`config.mk`:
```
export PLATFORM = sky130hd
export DESIGN_NAME = hazard_controller
export DESIGN_NICKNAME = d
export VERILOG_FILES = /design/src/rtl/hazard_controller_pkg.sv /design/src/rtl/hazard_controller_perf_counter.sv /design/src/rtl/hazard_controller.sv
export SDC_FILE = /design/constraint.sdc
export NUM_CORES = 1
export LEC_CHECK = 0
export CAP_MARGIN = 5
export CORE_MARGIN = 2
export CORE_UTILIZATION = 40
export CTS_BUF_LIST = sky130_fd_sc_hd__clkbuf_4 sky130_fd_sc_hd__clkbuf_8
export CTS_CLUSTER_SIZE = 16
export DETAILED_ROUTE_END_ITERATION = 7
export PLACE_DENSITY_LB_ADDON = 0.05
export SYNTH_ARGS = -nofsm -noshare
export SYNTH_HDL_FRONTEND = slang
export SYNTH_SLANG_ARGS = --single-unit
```
`constraint.sdc`:
```
create_clock -name clk -period 4.6 [get_ports clk]
set_input_delay 1.15 -clock clk [delete_from_list [all_inputs] [get_ports clk]]
set_output_delay 1.15 -clock clk [all_outputs]
set_load 0.1 [all_outputs]
```
`src/rtl/hazard_controller_pkg.sv`:
```
`default_nettype none
// ============================================================================
//  Module      : hazard_controller_pkg
//  Description : Shared types and constants for the pipeline hazard
//                controller: decoded-instruction record, bypass selects,
//                hazard FSM state encoding and the default M-unit latency.
//  Revision    : 1.0 - initial release
// ============================================================================
package hazard_controller_pkg;

    localparam int MUL_LATENCY_DEFAULT = 4;

    // Decoded instruction record carried through DEC/EXE/MEM.
    typedef struct packed {
        logic       valid;
        logic       reg_write_enable;
        logic [4:0] dst_reg;
        logic [4:0] src_reg_1;
        logic [4:0] src_reg_2;
        logic       is_l;
        logic       is_s;
        logic       is_b;
        logic       is_m;
    } inst_decoded_t;

    // Per-source forwarding select from one producer stage.
    typedef struct packed {
        logic dep_src1;
        logic dep_src2;
    } bypass_t;

    typedef enum logic [0:0] {
        RUN      = 1'b0,
        MUL_WAIT = 1'b1
    } hazard_state_e;

endpackage : hazard_controller_pkg
`default_nettype wire

```
`src/rtl/hazard_controller_perf_counter.sv`:
```
`default_nettype none
// ============================================================================
//  Module      : perf_counter
//  Description : Enabled free-running event counter, wraps modulo 2^WIDTH.
//  Ports       : clk, rst (async, active-high), en (count this cycle),
//                count (current value)
//  Revision    : 1.0 - initial release
// ============================================================================
module perf_counter #(
    parameter int WIDTH = 32
) (
    input  logic             clk,
    input  logic             rst,
    input  logic             en,
    output logic [WIDTH-1:0] count
);

    always_ff @(posedge clk or posedge rst) begin
        if (rst) begin
            count <= '0;
        end else if (en) begin
            count <= count + WIDTH'(1);
        end
    end

endmodule : perf_counter
`default_nettype wire

```
`src/rtl/hazard_controller.sv`:
```
`default_nettype none
// ============================================================================
//  Module      : hazard_controller
//  Description : Hazard control for the 5-stage RV32IM pipeline. Produces
//                EXE/MEM bypass selects, load-to-use stall, multi-cycle
//                M-extension EXE occupancy, taken-branch flush of FET/DEC,
//                global freeze on data-memory busy, and stall/flush counters.
//  Ports       : clk, rst (async, active-high)
//                inst_dec_in/inst_exe_in/inst_mem_in - stage instructions
//                branch_taken, mem_busy              - qualified internally
//                exe_bypass, mem_bypass              - forwarding selects
//                load_to_use_hazard, stall_*, bubble_*, flush_fd, mul_busy
//                stall_cycles, flush_count           - perf counters
//  Revision    : 1.0 - initial release
// ============================================================================
module hazard_controller
    import hazard_controller_pkg::*;
#(
    parameter int MUL_LATENCY = MUL_LATENCY_DEFAULT,
    parameter int CNT_W       = 32
) (
    input  logic                 clk,
    input  logic                 rst,
    input  inst_decoded_t        inst_dec_in,
    input  inst_decoded_t        inst_exe_in,
    input  inst_decoded_t        inst_mem_in,
    input  logic                 branch_taken,
    input  logic                 mem_busy,
    output bypass_t              exe_bypass,
    output bypass_t              mem_bypass,
    output logic                 load_to_use_hazard,
    output logic                 stall_fetch,
    output logic                 stall_decode,
    output logic                 stall_exe,
    output logic                 stall_mem,
    output logic                 bubble_exe,
    output logic                 bubble_mem,
    output logic                 bubble_wb,
    output logic                 flush_fd,
    output logic                 mul_busy,
    output logic [CNT_W-1:0]     stall_cycles,
    output logic [CNT_W-1:0]     flush_count
);

    // mcnt counts the stalled MUL_WAIT cycles still owed after entry.
    localparam logic [3:0] MCNT_INIT = 4'(MUL_LATENCY - 2);

    hazard_state_e state;
    logic [3:0]    mcnt;

    bypass_t exe_dep;
    bypass_t mem_dep;
    logic    frozen;
    logic    mul_entry;
    logic    mul_hold;
    logic    mul_stall;
    logic    flush;
    logic    load_use;
    logic    unused_ok;

    // Source/destination match, producer must write a non-zero register.
    always_comb begin
        exe_dep.dep_src1 = inst_exe_in.valid & inst_exe_in.reg_write_enable & inst_dec_in.valid
                         & (inst_exe_in.dst_reg != 5'd0)
                         & (inst_exe_in.dst_reg == inst_dec_in.src_reg_1);
        exe_dep.dep_src2 = inst_exe_in.valid & inst_exe_in.reg_write_enable & inst_dec_in.valid
                         & (inst_exe_in.dst_reg != 5'd0)
                         & (inst_exe_in.dst_reg == inst_dec_in.src_reg_2);
        mem_dep.dep_src1 = inst_mem_in.valid & inst_mem_in.reg_write_enable & inst_dec_in.valid
                         & (inst_mem_in.dst_reg != 5'd0)
                         & (inst_mem_in.dst_reg == inst_dec_in.src_reg_1);
        mem_dep.dep_src2 = inst_mem_in.valid & inst_mem_in.reg_write_enable & inst_dec_in.valid
                         & (inst_mem_in.dst_reg != 5'd0)
                         & (inst_mem_in.dst_reg == inst_dec_in.src_reg_2);
    end

    // Priority chain: freeze > MUL (entry or wait) > flush > load-to-use.
    // Everything is gated by !rst so reset silences the control outputs.
    always_comb begin
        frozen    = ~rst & inst_mem_in.valid & (inst_mem_in.is_l | inst_mem_in.is_s) & mem_busy;
        mul_entry = ~rst & ~frozen & (state == RUN) & inst_exe_in.valid & inst_exe_in.is_m;
        mul_hold  = ~rst & ~frozen & (state == MUL_WAIT) & (mcnt != 4'd0);
        mul_stall = mul_entry | mul_hold;
        flush     = ~rst & ~frozen & ~mul_stall & (state == RUN)
                  & inst_exe_in.valid & inst_exe_in.is_b & branch_taken;
        load_use  = ~rst & ~frozen & ~mul_stall & ~flush & inst_exe_in.is_l
                  & (exe_dep.dep_src1 | exe_dep.dep_src2);
    end

    always_comb begin
        exe_bypass         = flush ? bypass_t'(2'b00) : exe_dep;
        mem_bypass         = flush ? bypass_t'(2'b00) : mem_dep;
        load_to_use_hazard = load_use;
        stall_fetch        = frozen | mul_stall | load_use;
        stall_decode       = frozen | mul_stall | load_use;
        stall_exe          = frozen | mul_stall;
        stall_mem          = frozen;
        bubble_exe         = load_use;
        bubble_mem         = mul_stall;
        bubble_wb          = frozen;
        flush_fd           = flush;
    end

    // Freeze holds state and mcnt; reaching mcnt==0 in MUL_WAIT is the
    // unstalled release cycle where the M instruction leaves EXE.
    always_ff @(posedge clk or posedge rst) begin
        if (rst) begin
            state    <= RUN;
            mcnt     <= 4'd0;
            mul_busy <= 1'b0;
        end else if (!frozen) begin
            case (state)
                RUN: begin
                    if (mul_entry) begin
                        state    <= MUL_WAIT;
                        mcnt     <= MCNT_INIT;
                        mul_busy <= 1'b1;
                    end
                end
                MUL_WAIT: begin
                    if (mcnt != 4'd0) begin
                        mcnt <= mcnt - 4'd1;
                    end else begin
                        state    <= RUN;
                        mul_busy <= 1'b0;
                    end
                end
                default: begin
                    state    <= RUN;
                    mcnt     <= 4'd0;
                    mul_busy <= 1'b0;
                end
            endcase
        end
    end

    perf_counter #(.WIDTH(CNT_W)) u_stall_cnt (
        .clk   (clk),
        .rst   (rst),
        .en    (stall_fetch),
        .count (stall_cycles)
    );

    perf_counter #(.WIDTH(CNT_W)) u_flush_cnt (
        .clk   (clk),
        .rst   (rst),
        .en    (flush_fd),
        .count (flush_count)
    );

    // Several decoded fields are irrelevant in some stages.
    assign unused_ok = ^{inst_dec_in, inst_exe_in, inst_mem_in};

endmodule : hazard_controller
`default_nettype wire

```
Word-level counts from Yosys, hierarchy flattened
Index checks and enable logic that the tools add are counted.

operators by class
  eq/ne operators = 7
  add/sub/neg operators = 3
  reductions and logical operators = 5
  muxes and demuxes = 11
  bitwise logic cells = 37

operators with widths
  kind                   count
  $add 32x1->32 const B  2
  $and 1x1->1            27
  $eq 5x5->1             4
  $reduce_bool 5->1      2
  $mux 4                 2
  $pmux 4 s2             1
  $reduce_and 3->1       2
  $not 1->1              5
  $or 1x1->1             5
  $mux 1                 4
  $mux 2                 2
  $ne 2x2->1 const B     2
  $pmux 1 s2             2
  $reduce_bool 4->1      1
  $sub 4x1->4 const B    1
  $ne 2x1->1 const B     1

storage, ports and cells
  output and inout bits = 78
  register bits after elaboration = 70
  word-level logic and storage cells = 68

Depth between registers and ports, before layout
  word-level depth = 21
  mapped depth = 10
  mapped depth without buffers = 10

Cells and area by module
From an unflattened synthesis, not the netlist that was laid out.

second synthesis, totals
  cells, all modules = 338
  area total of the unflattened synthesis = 3721.1 um^2

modules (own cells, without submodules)
  module             cells each  instances  seq. area each (um^2)  area each (um^2)
  perf_counter       126         2          800.8                  1510.2
  hazard_controller  86          1          150.1                  700.7

Worst setup path after synthesis
OpenSTA, ideal clock, no wires.

  path type = input-to-output
  start point = input port rst
  end point = output port stall_fetch
  buffers on the path = 1
  data required time = 3450 ps
  arrival = 5325 ps
  cell stages on the path = 6
  path slack = -1875 ps
  path through = inv_1 > nand3_1 > a2111oi_4 > nor2_4 > inv_2 > buf_4

on the way
  longest elaborated chain between the ends = 21
  elaborated cells on any way between the ends = 24

ends and longest elaborated chain
  item                           line                                              text
  from (decl)                    hazard_controller.sv:23                           input logic rst,
  $not 1->1 (*)                  n/a
  $and 1x1->1 (3 in series)      hazard_controller.sv:80                           frozen = ~rst & inst_mem_in.valid & (inst_mem_in.is_l | inst_mem_in.is_s) & mem_busy;
  $not 1->1 (no source line)     n/a
  $and 1x1->1 (*)                n/a
  $and 1x1->1 (3 in series)      hazard_controller.sv:81                           mul_entry = ~rst & ~frozen & (state == RUN) & inst_exe_in.valid & inst_exe_in.is_m;
  $or 1x1->1                     hazard_controller.sv:83                           mul_stall = mul_entry | mul_hold;
  $not 1->1                      hazard_controller.sv:84, hazard_controller.sv:86
  $and 1x1->1 (*)                hazard_controller.sv:84, hazard_controller.sv:86
  $and 1x1->1                    hazard_controller.sv:84                           flush = ~rst & ~frozen & ~mul_stall & (state == RUN)
  $and 1x1->1 (3 in series)      hazard_controller.sv:85                           & inst_exe_in.valid & inst_exe_in.is_b & branch_taken;
  $not 1->1                      hazard_controller.sv:86                           load_use = ~rst & ~frozen & ~mul_stall & ~flush & inst_exe_in.is_l
  $and 1x1->1 (*) (2 in series)  hazard_controller.sv:86
  $and 1x1->1 (*)                hazard_controller.sv:87                           & (exe_dep.dep_src1 | exe_dep.dep_src2);
  net bubble_exe                 hazard_controller.sv:36                           output logic bubble_exe,
  $or 1x1->1 (*)                 n/a
  to (decl)                      hazard_controller.sv:32                           output logic stall_fetch,

The timed path passes the listed nets; every way through them passes the cells marked *.

Final worst setup path
  start point = input port inst_exe_in[16] (netlist bit)
  end point = output port stall_fetch

on the way
  longest elaborated chain between the ends = 6
  elaborated cells on any way between the ends = 9

ends and longest elaborated chain
  item                                   line                                              text
  from (decl)                            hazard_controller.sv:25                           input inst_decoded_t inst_exe_in,
  $reduce_bool 5->1                      hazard_controller.sv:64, hazard_controller.sv:67
  $and 1x1->1                            hazard_controller.sv:64, hazard_controller.sv:67
  $and 1x1->1, on equally long branches  hazard_controller.sv:65, hazard_controller.sv:68
  $or 1x1->1 (*)                         hazard_controller.sv:87
  $and 1x1->1 (*)                        hazard_controller.sv:87
  $or 1x1->1 (*)                         hazard_controller.sv:94                           stall_fetch = frozen | mul_stall | load_use;

Mark *: on every way between the ends. The rest lies on a longest branch, timed or not.

==> flow_summary.toml <==
[status]
status = "finished, final reports clean"

[final_layout]
final_common_cell = "clkdlybuf4s50_1"
final_util_pct = 59.10
antenna_cells = 0
layout_common_cells = "clkdlybuf4s50_1 (98), dfrtp_1 (70), xnor2_1 (45)"
drive_above_1_share_pct = 11.62
area_growth_pct = 43.87
design_area_um2 = 5154
fin_nets = 523

[sta]
fin_tns_setup_ps = 0
setup_viol = 0
worstMarginPinSlew_ps = 1016
clock.fmax_ghz = 0.2407
rsz0062_at_grt = "false"
fin_skew_ps = 10.71
finalMaxSlewViolations = 0
hold_violations = 0
slew_headroom_pct = 32.05
post-route-period-util_pct = 90.30
timing.final.crit_period_ps = 4154

[route]
viasPerCell = 4.989
drc = 0
routedWlPerCell_um = 13.87
dr.first_iter.drc_count = 78
dr.pass1.iters = 4
routed_wl_um = 7823
vias = 2814
postRouteAntennaNets = 0

[clock_network]
post-cts-setup-buffers = 0
cts_hold_buf = 0
cts_tree = "done"
cts_num_sinks = 70
clockRootBuffer = "clkbuf_8"
cts_buffer_depth = 2
htreeDepth = 3
cts_buffers = 9
cts_resized = 0
path_clk_slew_ps = 70
worstSkewPairLatency_ps = 340

[power]
power.share.switching_pct = 44.17
peakVddDrop_uv = 517.7
pwr-share-clk_pct = 23.1
p_sw_mw = 0.9410
p_per_area_nw_per_um2 = 413.3
power_frac_comb_pct = 40.7
leakagePower_nw = 2.157
p_seq_share_pct = 36.2
internal_power_mw = 1.189

[floorplan]
coreArea_um2 = 8721
die_area_um2 = 9729
dieHeight_um = 98.64
ios = 145
die_w_um = 98.64
start_util_pct = 41.08
rows = 34

[place]
place_area_um2 = 4957
dp_hpwl_um = 5882
numPortBuffers = 111
gp_congestion = 0.7557

[critical_path]
cp_slowest_cell = "or4_1"
arrival_ps = 3000
crit_chain = "clkdlybuf4s50_1 -> or4_1 -> o2111ai_1 -> a2111oi_4 -> nor2_4 -> inv_8 -> buf_12"
critical-path-top-delay-family = "buffers and inverters"
path_buf_inv = 3
critPathRequiredTime_ps = 3450
crit_fanout = 10
cp-start-kind = "input pin"
endpoint_kind = "output pin"
critPathMaxStageDelay_ps = 530
worstSetupPathType = "input pin to output pin"

[logic_synthesis]
synth.net_count = 405
synth_edf_count = 0
synth_cells = 334
ys_seq_elements = 70
synth_warnings = 0
synthArstFlopShare_pct = 100.0
seq_area_frac_synth_pct = 48.90
syn_area_per_cell_um2 = 10.73
synth-main-ff-cell = "dfrtp_1"
synthDistinctLibCells = 45
syn_area_um2 = 3582

[grt]
grt_pass1_vias = 2880
grt_usage_pct = 16.95
grt_max_degree = 71
overflow = 0
grt_pass1_wl_um = 13430
antenna_found_initial = 0

[worst_hold_path]
hold_path_class = "register to register"

[job]
cap_violations = 0
## per-layer routing
metal  up-vias  track usage [%]  share of wire (%)
met3         6            4.965                5.3
met1      1359            22.73                 47
met5         -                0                  0
li1       1375                -                  -
met4         0            4.742               0.87
met2        74            26.95                 47
## power groups by stage
stage | clock network [mW] | registers (mW) | logic (mW)
finish | 0.491 | 0.771 | 0.868
global route | 0.538 | 0.784 | 0.915
CTS | 0.511 | 0.770 | 0.876
detailed placement | 0 | 0.781 | 0.873
global placement | 0 | 0.778 | 0.868
floorplan | 0 | 1.12 | 0.298
## cells in the mapped netlist, types with 3 or more instances
cell	number	area, um^2
dfrtp_1	70	1752
nor4b_1	4	35.03
and3_1	14	87.58
nor2_1	18	67.56
ha_1	4	50.05
inv_1	5	18.77
nand2_1	35	131.4
nand3_1	27	135.1
nand4_1	8	50.05
nor4_1	3	18.77
nor3_1	15	75.07
buf_4	4	30.03
and4_1	3	26.28
buf_2	3	15.01
or2_2	3	18.77
xnor2_1	45	394.1
xor2_1	39	341.6
and2_1	3	18.77
## layout make-up
type                    count  area [um^2]
fillers                   780         3567
multi-input cells         250         1790
flip-flops and latches     70         1752
repair buffers            115         1246
clock buffers              10        137.6
well taps                 108        135.1
clock inverters             5        58.81
inverters                   6        33.78
## path summary, 6_finish.rpt
path | start | end | slack [ps] | cells after the start
worst max-delay path | inst_exe_in[16] | stall_fetch | 450 | 7
worst min-delay path | u_flush_cnt.count[31] | u_flush_cnt.count[31] | 470 | 1
worst max register to register | mcnt[0] | u_stall_cnt.count[31] | 1930 | 10
worst min register to register | u_flush_cnt.count[31] | u_flush_cnt.count[31] | 470 | 1
max in group asynchronous | rst | u_flush_cnt.count[8] | 2400 | 3
min in group asynchronous | rst | u_stall_cnt.count[5] | 1640 | 3
## per-stage QoR
step / hold WS, ps / std cells / power, mW / worst slack (ps)
detailed placement: 466.6 / 549 / 1.654 / 430.8
finish: 470.9 / 564 / 2.130 / 446.0
global route: 484.6 / 564 / 2.236 / 369.0
global placement: 457.7 / 549 / 1.646 / 439.6
CTS: 476.6 / 564 / 2.158 / 424.3
floorplan: 510.9 / 334 / 1.417 / -649.5
## logic make-up after synthesis
kind of cell	after synthesis	synth area share (%)
XOR/XNOR	84	20.54
AO/OA/AOI/OAI	12	3.144
adder cells (fa/ha/maj)	4	1.397
buffers and inverters	14	2.200
multiplexers	1	0.3143
flip-flops	70	48.90
AND/OR/NAND/NOR	149	23.51
## worst reg2reg max path, stage by stage (launching register included)
cell       delay (ps)
dfrtp_1           400
inv_1             110
ha_1              150
nor3b_2           200
nand2b_1          270
nand3_2           130
a2111oi_4         420
nor2_4             90
buf_4             260
nor4b_1           420
xor2_1            170
## state kept, by name (all words and copies together), names as in the netlist
signal,flops
u_flush_cnt.count,32
mcnt,4
u_stall_cnt.count,32
state,1
mul_busy,1
Note: power is estimated with default switching activity, not from simulation.
